### src/rtl/c432_key_loader.sv
// c432_key_loader
//   Serial key-delivery stage in front of the key-locked c432 netlist.
//   A 12-bit key arrives LSB first, one bit per accepted beat, followed by an
//   even-parity trailer beat flagged with key_last_in. A good frame is driven
//   onto key_out (bit i -> s_i); otherwise key_out stays zero. Repeated bad
//   frames saturate a failure counter and hard-lock the loader until rst.
//
//   Handshake: a beat transfers on a rising edge where key_valid_in and
//   key_ready are both high. key_ready is decoded from the state register and
//   does not depend on key_valid_in. clear_in takes priority over a beat in
//   the same cycle, so that beat is not consumed.
//
// Ports
//   clk, rst       clock, synchronous active-high reset
//   key_bit_in     serial key / parity bit
//   key_valid_in   beat valid
//   key_last_in    marks the parity (final) beat
//   key_ready      loader can accept a beat this cycle
//   clear_in       abandon a frame / unload a key / leave non-latched ERROR
//   key_out        key to the netlist (registered)
//   key_locked     key_out holds a parity-checked key (registered)
//   key_err        frame rejected, waiting for clear_in (registered)
//   lockout        failure limit reached, only rst exits (registered)
//   fsm_state      current state, for debug and checkers
module c432_key_loader #(
    parameter int KEY_W    = 12,
    parameter int CNT_W    = 4,
    parameter int MAX_FAIL = 3
) (
    input  logic             clk,
    input  logic             rst,
    input  logic             key_bit_in,
    input  logic             key_valid_in,
    input  logic             key_last_in,
    output logic             key_ready,
    input  logic             clear_in,
    output logic [KEY_W-1:0] key_out,
    output logic             key_locked,
    output logic             key_err,
    output logic             lockout,
    output logic [1:0]       fsm_state
);

    localparam int FAIL_W = 3;

    typedef enum logic [1:0] {
        IDLE   = 2'd0,
        SHIFT  = 2'd1,
        LOCKED = 2'd2,
        ERROR  = 2'd3
    } state_t;

    state_t            state, state_next;
    logic [KEY_W-1:0]  shift_reg, shift_next;
    logic [CNT_W-1:0]  cnt, cnt_next;
    logic [FAIL_W-1:0] fail_cnt, fail_next;
    logic              lockout_next;
    logic              beat;
    logic              parity_ok;

    assign key_ready = (state == IDLE) || (state == SHIFT);
    assign fsm_state = state;
    assign beat      = key_valid_in && key_ready;
    // Even parity over the key bits plus the trailer bit.
    assign parity_ok = ((^shift_reg) ^ key_bit_in) == 1'b0;

    always_comb begin
        state_next   = state;
        shift_next   = shift_reg;
        cnt_next     = cnt;
        fail_next    = fail_cnt;
        lockout_next = lockout;

        case (state)
            IDLE, SHIFT: begin
                // cnt is zero in IDLE, so both states share the beat logic.
                if (clear_in) begin
                    state_next = IDLE;
                    shift_next = '0;
                    cnt_next   = '0;
                end else if (beat) begin
                    if (cnt == CNT_W'(KEY_W)) begin
                        state_next = (key_last_in && parity_ok) ? LOCKED : ERROR;
                    end else if (key_last_in) begin
                        state_next = ERROR;
                    end else begin
                        shift_next = shift_reg | (KEY_W'(key_bit_in) << cnt);
                        cnt_next   = cnt + CNT_W'(1);
                        state_next = SHIFT;
                    end
                end
            end
            LOCKED: begin
                if (clear_in) begin
                    state_next = IDLE;
                    shift_next = '0;
                    cnt_next   = '0;
                end
            end
            ERROR: begin
                if (clear_in && !lockout) begin
                    state_next = IDLE;
                    shift_next = '0;
                    cnt_next   = '0;
                end
            end
            default: state_next = IDLE;
        endcase

        // Failure bookkeeping happens once, on entry to ERROR.
        if (state_next == ERROR && state != ERROR) begin
            shift_next = '0;
            cnt_next   = '0;
            if (fail_cnt < FAIL_W'(MAX_FAIL)) begin
                fail_next = fail_cnt + FAIL_W'(1);
            end
            if (fail_next == FAIL_W'(MAX_FAIL)) begin
                lockout_next = 1'b1;
            end
        end
    end

    always_ff @(posedge clk) begin
        if (rst) begin
            state      <= IDLE;
            shift_reg  <= '0;
            cnt        <= '0;
            fail_cnt   <= '0;
            key_out    <= '0;
            key_locked <= 1'b0;
            key_err    <= 1'b0;
            lockout    <= 1'b0;
        end else begin
            state      <= state_next;
            shift_reg  <= shift_next;
            cnt        <= cnt_next;
            fail_cnt   <= fail_next;
            // shift_reg is complete when LOCKED is entered (the parity beat
            // is not stored) and frozen while LOCKED, so no partial key leaks.
            key_out    <= (state_next == LOCKED) ? shift_reg : '0;
            key_locked <= (state_next == LOCKED);
            key_err    <= (state_next == ERROR);
            lockout    <= lockout_next;
        end
    end

endmodule

### config.mk
export PLATFORM = sky130hd
export DESIGN_NAME = c432_key_loader
export DESIGN_NICKNAME = d
export VERILOG_FILES = /design/src/rtl/c432_key_loader.sv
export SDC_FILE = /design/constraint.sdc
export NUM_CORES = 1
export LEC_CHECK = 0
export CORE_MARGIN = 2
export CORE_UTILIZATION = 51
export CTS_BUF_LIST = sky130_fd_sc_hd__clkbuf_8 sky130_fd_sc_hd__clkbuf_16
export DETAILED_ROUTE_END_ITERATION = 7
export PLACE_DENSITY = 0.82
export SETUP_SLACK_MARGIN = 0.1
export SLEW_MARGIN = 10
export SYNTH_ARGS = -nofsm -noshare
export SYNTH_HDL_FRONTEND = slang
export SYNTH_SLANG_ARGS = --single-unit
### constraint.sdc
create_clock -name clk -period 2.45 [get_ports clk]
set_input_delay 0.49 -clock clk [delete_from_list [all_inputs] [get_ports clk]]
set_output_delay 0.49 -clock clk [all_outputs]
set_load 0.005 [all_outputs]
; Yosys cells after proc, flatten, opt, wreduce, memory -nomap -nowiden
; Cells that the tools add are included.
[totals]
register_bits = 36
elab_cells = 66
[op_classes]
addsub = 2
n_lt_le_gt_ge = 1
n_eq_ne = 13
shift = 1
n_mux = 24
bitwise_logic = 4
reduce_logical = 13
[ops]
columns = cell, count
row1 = 12-bit 2-to-1 mux, 6
row2 = 12-bit one-hot mux with 3 select lines, 1
row3 = 4-bit 2-to-1 mux, 6
row4 = 2-bit 2-to-1 mux, 6
row5 = 12-bit OR, 1
row6 = 4-bit one-hot mux with 3 select lines, 1
row7 = 12-bit parity, 1
row8 = 1-bit by 4-bit << shifter with 12-bit output, 1
row9 = 3-bit != test (second input constant), 3
row10 = 2-bit == test (second input constant), 4
row11 = 3-bit 2-to-1 mux, 2
row12 = 2-bit != test (second input constant), 3
row13 = 2-bit one-hot mux with 3 select lines, 1
row14 = 2-bit OR reduction, 3
row15 = 5-bit AND reduction, 1
row16 = 4-bit by 1-bit adder with 4-bit output (second input constant), 1
row17 = 4-bit == test (second input constant), 1
row18 = 1-bit logical AND, 4
row19 = 3-bit by 1-bit adder with 3-bit output (second input constant), 1
row20 = 3-bit by 2-bit == test with 1-bit output (second input constant), 1
row21 = 3-bit by 2-bit < comparator with 1-bit output (second input constant), 1
row22 = 2-bit by 1-bit == test with 1-bit output (second input constant), 1
row23 = 2-bit zero test, 1
row24 = 1-bit NOT, 2
row25 = 5 further kinds, 5

; Logic depth before layout (Yosys ltp)
; Gate-level depths: netlist of the first run.
[logic_depth]
depth_word = 14
mapped_depth = 9
ltp_nobuf = 7

; Least setup slack after synthesis of the first run
; Ideal clock, no wire load.
[synth_timing]
path_kind = input port to flip-flop
from = in key_bit_in
to = reg shift_reg[0]
setup_time_ns = 0.137
arrival_time_ns = 1.725
required_time_ns = 2.313
setup_slack_ns = 0.588
cell_stages = 6
path_cell_list = xnor2_1 > xnor3_2 > xor2_4 > a21oi_4 > buf_6 > nor3_2
[synth_via]
elab_chain_cells = 11
word_cells_on_any_way = 18
classes_between = eq/ne (1) / shift (1) / mux (10) / bitwise (3) / reduce/logical (3)
[synth_lines]
columns = element, line
row1 = "start, declared", 32  ; input logic key_bit_in,
row2 = 1-bit XOR, 65  ; assign parity_ok = ((^shift_reg) ^ key_bit_in) == 1'b0;
row3 = 1-bit NOT, 65
row4 = 1-bit logical AND, 83  ; state_next = (key_last_in && parity_ok) ? LOCKED : ERROR;
row5 = 1-bit 2-to-1 mux, 83
row6 = 2-bit 2-to-1 mux, 82  ; if (cnt == CNT_W'(KEY_W)) begin
row7 = 2-bit 2-to-1 mux, 81  ; end else if (beat) begin
row8 = 2-bit 2-to-1 mux, 77  ; if (clear_in) begin
row9 = 2-bit one-hot mux with 3 select lines, 74  ; case (state)
row10 = 2-bit == test, 111  ; if (state_next == ERROR && state != ERROR) begin
row11 = 1-bit logical AND, 111
row12 = 2-bit OR reduction (no source line), n/a
row13 = "end signal, assigned", 135  ; shift_reg <= shift_next;
row14 = "end, declared", 54  ; logic [KEY_W-1:0] shift_reg, shift_next;
; Several ways; a longest one is shown, not always the timed one. The select of a mux whose other input is x is not followed.
; A chain may end at the register's enable or synchronous reset.

; Worst setup path in the final report of the first run
[layout_timing]
from = reg cnt[0]
to = reg cnt[0]
[layout_via]
elab_chain_cells = 8
word_cells_on_any_way = 16
classes_between = add/sub (1) / eq/ne (3) / mux (9) / reduce/logical (3)
[layout_lines]
columns = element, line
row1 = "start, declared", 55  ; logic [CNT_W-1:0] cnt, cnt_next;
row2 = "start signal, assigned", 136  ; cnt <= cnt_next;
row3 = 4-bit == test, 82
row4 = 2-bit 2-to-1 mux, 82
row5 = 2-bit 2-to-1 mux, 81
row6 = 2-bit 2-to-1 mux, 77
row7 = 2-bit one-hot mux with 3 select lines, 74
row8 = 2-bit == test, 111
row9 = 1-bit logical AND, 111
row10 = 2-bit OR reduction (no source line), n/a
; Several ways; a longest one is shown, not always the timed one. The select of a mux whose other input is x is not followed.

==> flow_summary.json, run 1 <==
{
  "status": "completed",
  "yosysWarnings": 0,
  "synth_area_mm2": 0.00169,
  "die_width_um": 61.6,
  "wl_met2_mm": 1.94,
  "drc": 0,
  "ys_seq_elements": 36,
  "ctsHtreeMaxLevel": 2,
  "clk_pin_slew_ps": 70,
  "cts_setup_buffers": 0,
  "cts_buffer_depth": 2,
  "cts_tree": "built",
  "synth_cell_types": 38,
  "synth_flop_cell": "dfxtp_1",
  "io_pins": 24,
  "die_h_um": 61.6,
  "wl_mm": 3.74,
  "clock_latency_ps": 290,
  "dr_wl_met3_um": 160,
  "drt_first_iter_violations": 58,
  "worst_pin_slew_ps": 496,
  "antennaDiodeCount": 0,
  "dr.pass1.iters": 4,
  "grt_pass1_wl_mm": 6.24,
  "cts_sinks": 36,
  "crit_buf_inv": 2,
  "required_ps": 2660,
  "finalHoldViolCount": 0,
  "nets": 205,
  "finalSetupTns_ps": 0,
  "grt_setup_unrepaired": "no",
  "crit_end": "cnt[0]",
  "synth.avg_cell_area_um2": 10.3,
  "vdd_drop_max_uv": 241,
  "ff2ff_setup_slack_ps": 310,
  "critical_path_class": "reg2reg",
  "top_layer": "met4",
  "min-delay-start": "shift_reg[0]",
  "synth_nets": 173,
  "die-area_mm2": 0.00380,
  "final_common_cell": "dfxtp_1",
  "slew_headroom": 0.664,
  "max_freq_mhz": 468,
  "end_kind": "flop",
  "path_depth": 7,
  "cts_root_buf": "clkbuf_8",
  "place.gp.congestion": 0.914,
  "cp_slowest_stage_delay_ps": 500,
  "maxCapViolCount": 0,
  "grt_max_degree": 18,
  "core_mm2": 0.00310,
  "powerDensity_mw_per_mm2": 572,
  "power_leakage_nw": 0.782,
  "wl_met1_mm": 1.57,
  "netlist_instances": 164,
  "path_cells": "inv_1, ha_1, and3_1, o311ai_1, a21oi_4, buf_12, nor3_1",
  "crit_fanout": 17,
  "start_util": 0.546,
  "cts_buffers": 5,
  "antenna_found_initial": 0,
  "overflow": 0,
  "crit_path_start": "cnt[0]",
  "ant_nets": 0,
  "syn2layout_area_growth_pct": 26.9,
  "mostFrequentLayoutCells": "dfxtp_1 (36), clkdlybuf4s50_1 (23), nor3_2 (10), nor3b_2 (10)",
  "dr_total_vias": 1335,
  "dp_hpwl_mm": 2.73,
  "rr_startpoint": "cnt[0]",
  "slew_violations": 0,
  "cp-start-kind": "flop",
  "r2r_cells": 7,
  "place_inst": 232,
  "setup_viol_count_final": 0,
  "fin_cells": 241,
  "hold_path_class": "reg2reg",
  "hold_ws_ps": 500,
  "cp_top_family": "compound AO/OA/AOI/OAI gates",
  "finClkSkew_ps": 2.97,
  "cpMaxStageDelayCell": "dfxtp_1",
  "cts_resized": 0,
  "synth-seq-area-share": 0.426,
  "reg2reg_to": "cnt[0]",
  "grt_usage": 0.229,
  "min_period_over_period": 0.872,
  "async_reset_ff_frac": 0,
  "finalCriticalPeriod_ps": 2140,
  "vias_per_cell": 5.54,
  "first_global_vias": 1305,
  "port_buffers": 23,
  "rows": 20,
  "ctsHoldBuffers": 0,
  "worstPathArrival_ps": 2340,
  "drive_gt1_frac": 0.208,
  "synth_enable_flop_cells": 0,
  "wl_per_cell_um": 15.5
}
==> per-layer routing <==
layer  up-vias  track usage
li1        651            -
met1       640        0.265
met2        38        0.402
met3         6       0.0609
met4         0       0.0912
met5         -            0
==> metrics by stage <==
stage / power, mW / cell area, um2 / utilization / setup slack (ps)
after floorplan: 0.677 / 1690 / - / 588
after global placement: 0.721 / 2020 / 0.651 / -67.3
after CTS: 1.23 / 2130 / 0.686 / 155
after detailed placement: 0.726 / 2020 / 0.651 / -169
final: 1.23 / 2150 / 0.692 / 313
after global routing: 1.27 / 2150 / 0.692 / 183
==> cell type report <==
type                       count  area (um2)
timing repair buffer          32         335
tap                           44        55.1
inverter                       6        22.5
clock inverter                 3        38.8
fill                         258         955
clock buffer                   5        68.8
multi-input combinational    115         907
sequential                    36         721
==> cells by family after synthesis <==
kind of cell / count (synthesis) / share of synthesized area
buf+inv: 13 / 0.0384
flops: 36 / 0.426
xor+xnor: 13 / 0.104
compound gates: 33 / 0.138
simple gates: 66 / 0.271
fa+ha+maj: 3 / 0.0222
==> synth_stat cells, types with 4 or more instances <==
library cell  count  area share
and3_1            4       0.015
nor3b_1           5       0.022
nand3_1           5       0.015
nand2_1           9       0.020
nor2_1            9       0.020
inv_1             6       0.013
nor3_1            8       0.024
a31oi_1           6       0.022
dfxtp_1          36        0.43
nor3b_2          10       0.074
xnor2_1           7       0.036
a21oi_1           8       0.024
nor3_2           10       0.059
clkbuf_1          4      0.0089
==> worst min path at each step <==
stage                  end  cells past startpoint
2_1_floorplan  fail_cnt[2]                      1
3_3_place_gp   fail_cnt[2]                      1
3_5_place_dp   fail_cnt[2]                      1
4_1_cts         key_out[0]                      1
5_1_grt         key_out[0]                      1
6_report        key_out[0]                      1
==> report_power, final <==
| part | switching (mW) | internal, mW |
|---|---|---|
| clock | 0.213 | 0.298 |
| sequential | 0.00730 | 0.591 |
| combinational | 0.0651 | 0.0547 |
No activity file was read; power rests on OpenSTA's default activity.
==> run 2, diff against run 1 <==
==> constraint.sdc (replaced) <==
create_clock -name clk -period 2.45 [get_ports clk]
set_input_delay 0.3675 -clock clk [delete_from_list [all_inputs] [get_ports clk]]
set_output_delay 0.3675 -clock clk [all_outputs]
set_load 0.005 [all_outputs]
==> run 2 against run 1 <==
Against the previous run:
- cell count down 1.7%
- largest power group unchanged
- die area unchanged
- via count down 1.3%
- total power down 8.4%
- wire length down 8.7%
- sequential cell count unchanged
- largest cell class unchanged
- worst hold slack worse by 0.69 ps
- clock-buffer cell count up 1
==> flow_summary.json, run 2 (synthesized netlist as in run 1, its figures left out) <==
{
  "status": "completed",
  "cts_sinks": 36,
  "hold_path_class": "reg2reg",
  "min_period_over_period": 0.910,
  "overflow": 0,
  "antennaDiodeCount": 0,
  "port_buffers": 23,
  "rows": 20,
  "critical_path_class": "reg2reg",
  "start_util": 0.546,
  "vdd_drop_max_uv": 267,
  "max_freq_mhz": 448,
  "die_width_um": 61.6,
  "first_global_vias": 1312,
  "cp_slowest_stage_delay_ps": 530,
  "vias_per_cell": 5.56,
  "required_ps": 2670,
  "swShare": 0.235,
  "slew_headroom": 0.601,
  "power.share.clock": 0.372,
  "end_kind": "flop",
  "dr_total_vias": 1318,
  "dr.pass1.iters": 4,
  "finClkSkew_ps": 6.98,
  "grt_usage": 0.216,
  "p_switching_mw": 0.264,
  "nets": 201,
  "path_cells": "inv_1, ha_1, and3_1, and3_1, a21oi_4, a22o_1",
  "internal-power_mw": 0.861,
  "power_mw": 1.12,
  "power_leakage_nw": 0.742,
  "cts_setup_buffers": 0,
  "drc": 0,
  "io_pins": 24,
  "worstPathArrival_ps": 2450,
  "die_h_um": 61.6,
  "cts_buffer_depth": 2,
  "grt_pass1_wl_mm": 5.90,
  "crit_fanout": 17,
  "cts_root_buf": "clkbuf_8",
  "cpMaxStageDelayCell": "a21oi_4",
  "cp-start-kind": "flop",
  "cts_buffers": 5,
  "drt_first_iter_violations": 53,
  "crit_buf_inv": 1,
  "wl_per_cell_um": 14.4,
  "finalSetupTns_ps": 0,
  "maxCapViolCount": 0,
  "min-delay-start": "shift_reg[0]",
  "place.gp.congestion": 0.866,
  "finalHoldViolCount": 0,
  "fin_cells": 237,
  "grt_max_degree": 18,
  "clock_latency_ps": 280,
  "ant_nets": 0,
  "antenna_found_initial": 0,
  "rr_startpoint": "cnt[0]",
  "mostFrequentLayoutCells": "dfxtp_1 (36), clkdlybuf4s50_1 (23), nor3_2 (10), nor3b_2 (10)",
  "wl_mm": 3.41,
  "cts_tree": "built",
  "clk_pin_slew_ps": 70,
  "core_mm2": 0.00310,
  "place_area_mm2": 0.00199,
  "cp_top_family": "compound AO/OA/AOI/OAI gates",
  "final_common_cell": "dfxtp_1",
  "place_inst": 229,
  "final_area_mm2": 0.00208,
  "ctsHoldBuffers": 0,
  "syn2layout_area_growth_pct": 22.8,
  "ctsHtreeMaxLevel": 2,
  "worst_pin_slew_ps": 597,
  "drive_gt1_frac": 0.192,
  "powerDensity_mw_per_mm2": 541,
  "seqPwrFrac": 0.532,
  "p_comb_frac": 0.096,
  "setup_viol_count_final": 0,
  "dp_hpwl_mm": 2.54,
  "cts_resized": 0,
  "crit_top_cell": "and3_1",
  "die-area_mm2": 0.00380,
  "crit_path_start": "cnt[0]",
  "finalCriticalPeriod_ps": 2230,
  "grt_setup_unrepaired": "no",
  "slew_violations": 0
}
-- run 2: cell types whose count changed in the layout (fill, tap and decap cells not counted) --
cell,before,now
bufinv_16,1,0
clkbuf_8,5,6
buf_4,6,4
clkinv_2,1,0
clkinvlp_4,0,1
buf_12,3,1
-- run 2: final cells by class --
class	count	area [um2]
clock buffers	6	82.6
clock inverters	2	11.3
fillers	262	1020
inverters	6	22.5
multi-input cells	115	907
flip-flops and latches	36	721
well taps	44	55.1
repair buffers	28	280
-- run 2: through the flow --
step / hold WS [ps] / setup slack [ps] / utilization
after floorplan: 437 / 590 / -
after global placement: 467 / 42.6 / 0.640
after detailed placement: 485 / -23.4 / 0.640
after CTS: 500 / 246 / 0.670
after global routing: 517 / 123 / 0.670
final: 499 / 220 / 0.670
-- run 2: per-layer routing --
layer	share of wire	wire, um	GRT usage
met3	0.048	163	0.0546
met2	0.51	1740	0.356
met1	0.41	1410	0.247
met4	0.027	91	0.137
met5	0	0	0
-- run 2: worst register-to-register path, cell delays in order, from the launching register on --
cell	delay, ps
dfxtp_1	500
inv_1	210
ha_1	260
and3_1	210
and3_1	240
a21oi_4	530
a22o_1	220
-- run 2: power by group through the flow --
stage          combinational (mW)  sequential, mW  clock, mW
2_1_floorplan              0.0680           0.609          0
3_3_place_gp                0.104           0.611          0
3_5_place_dp                0.108           0.611          0
4_1_cts                     0.108           0.597      0.438
5_1_grt                     0.118           0.598      0.458
6_report                    0.108           0.598      0.419
-- run 2: worst paths after layout --
| path | slack [ps] | endpoint | depth (start not counted) |
|---|---|---|---|
| worst max-delay path | 220 | fail_cnt[2] | 6 |
| worst min register to register | 500 | key_out[0] | 1 |
| worst max register to register | 220 | fail_cnt[2] | 6 |
| worst min-delay path | 500 | key_out[0] | 1 |
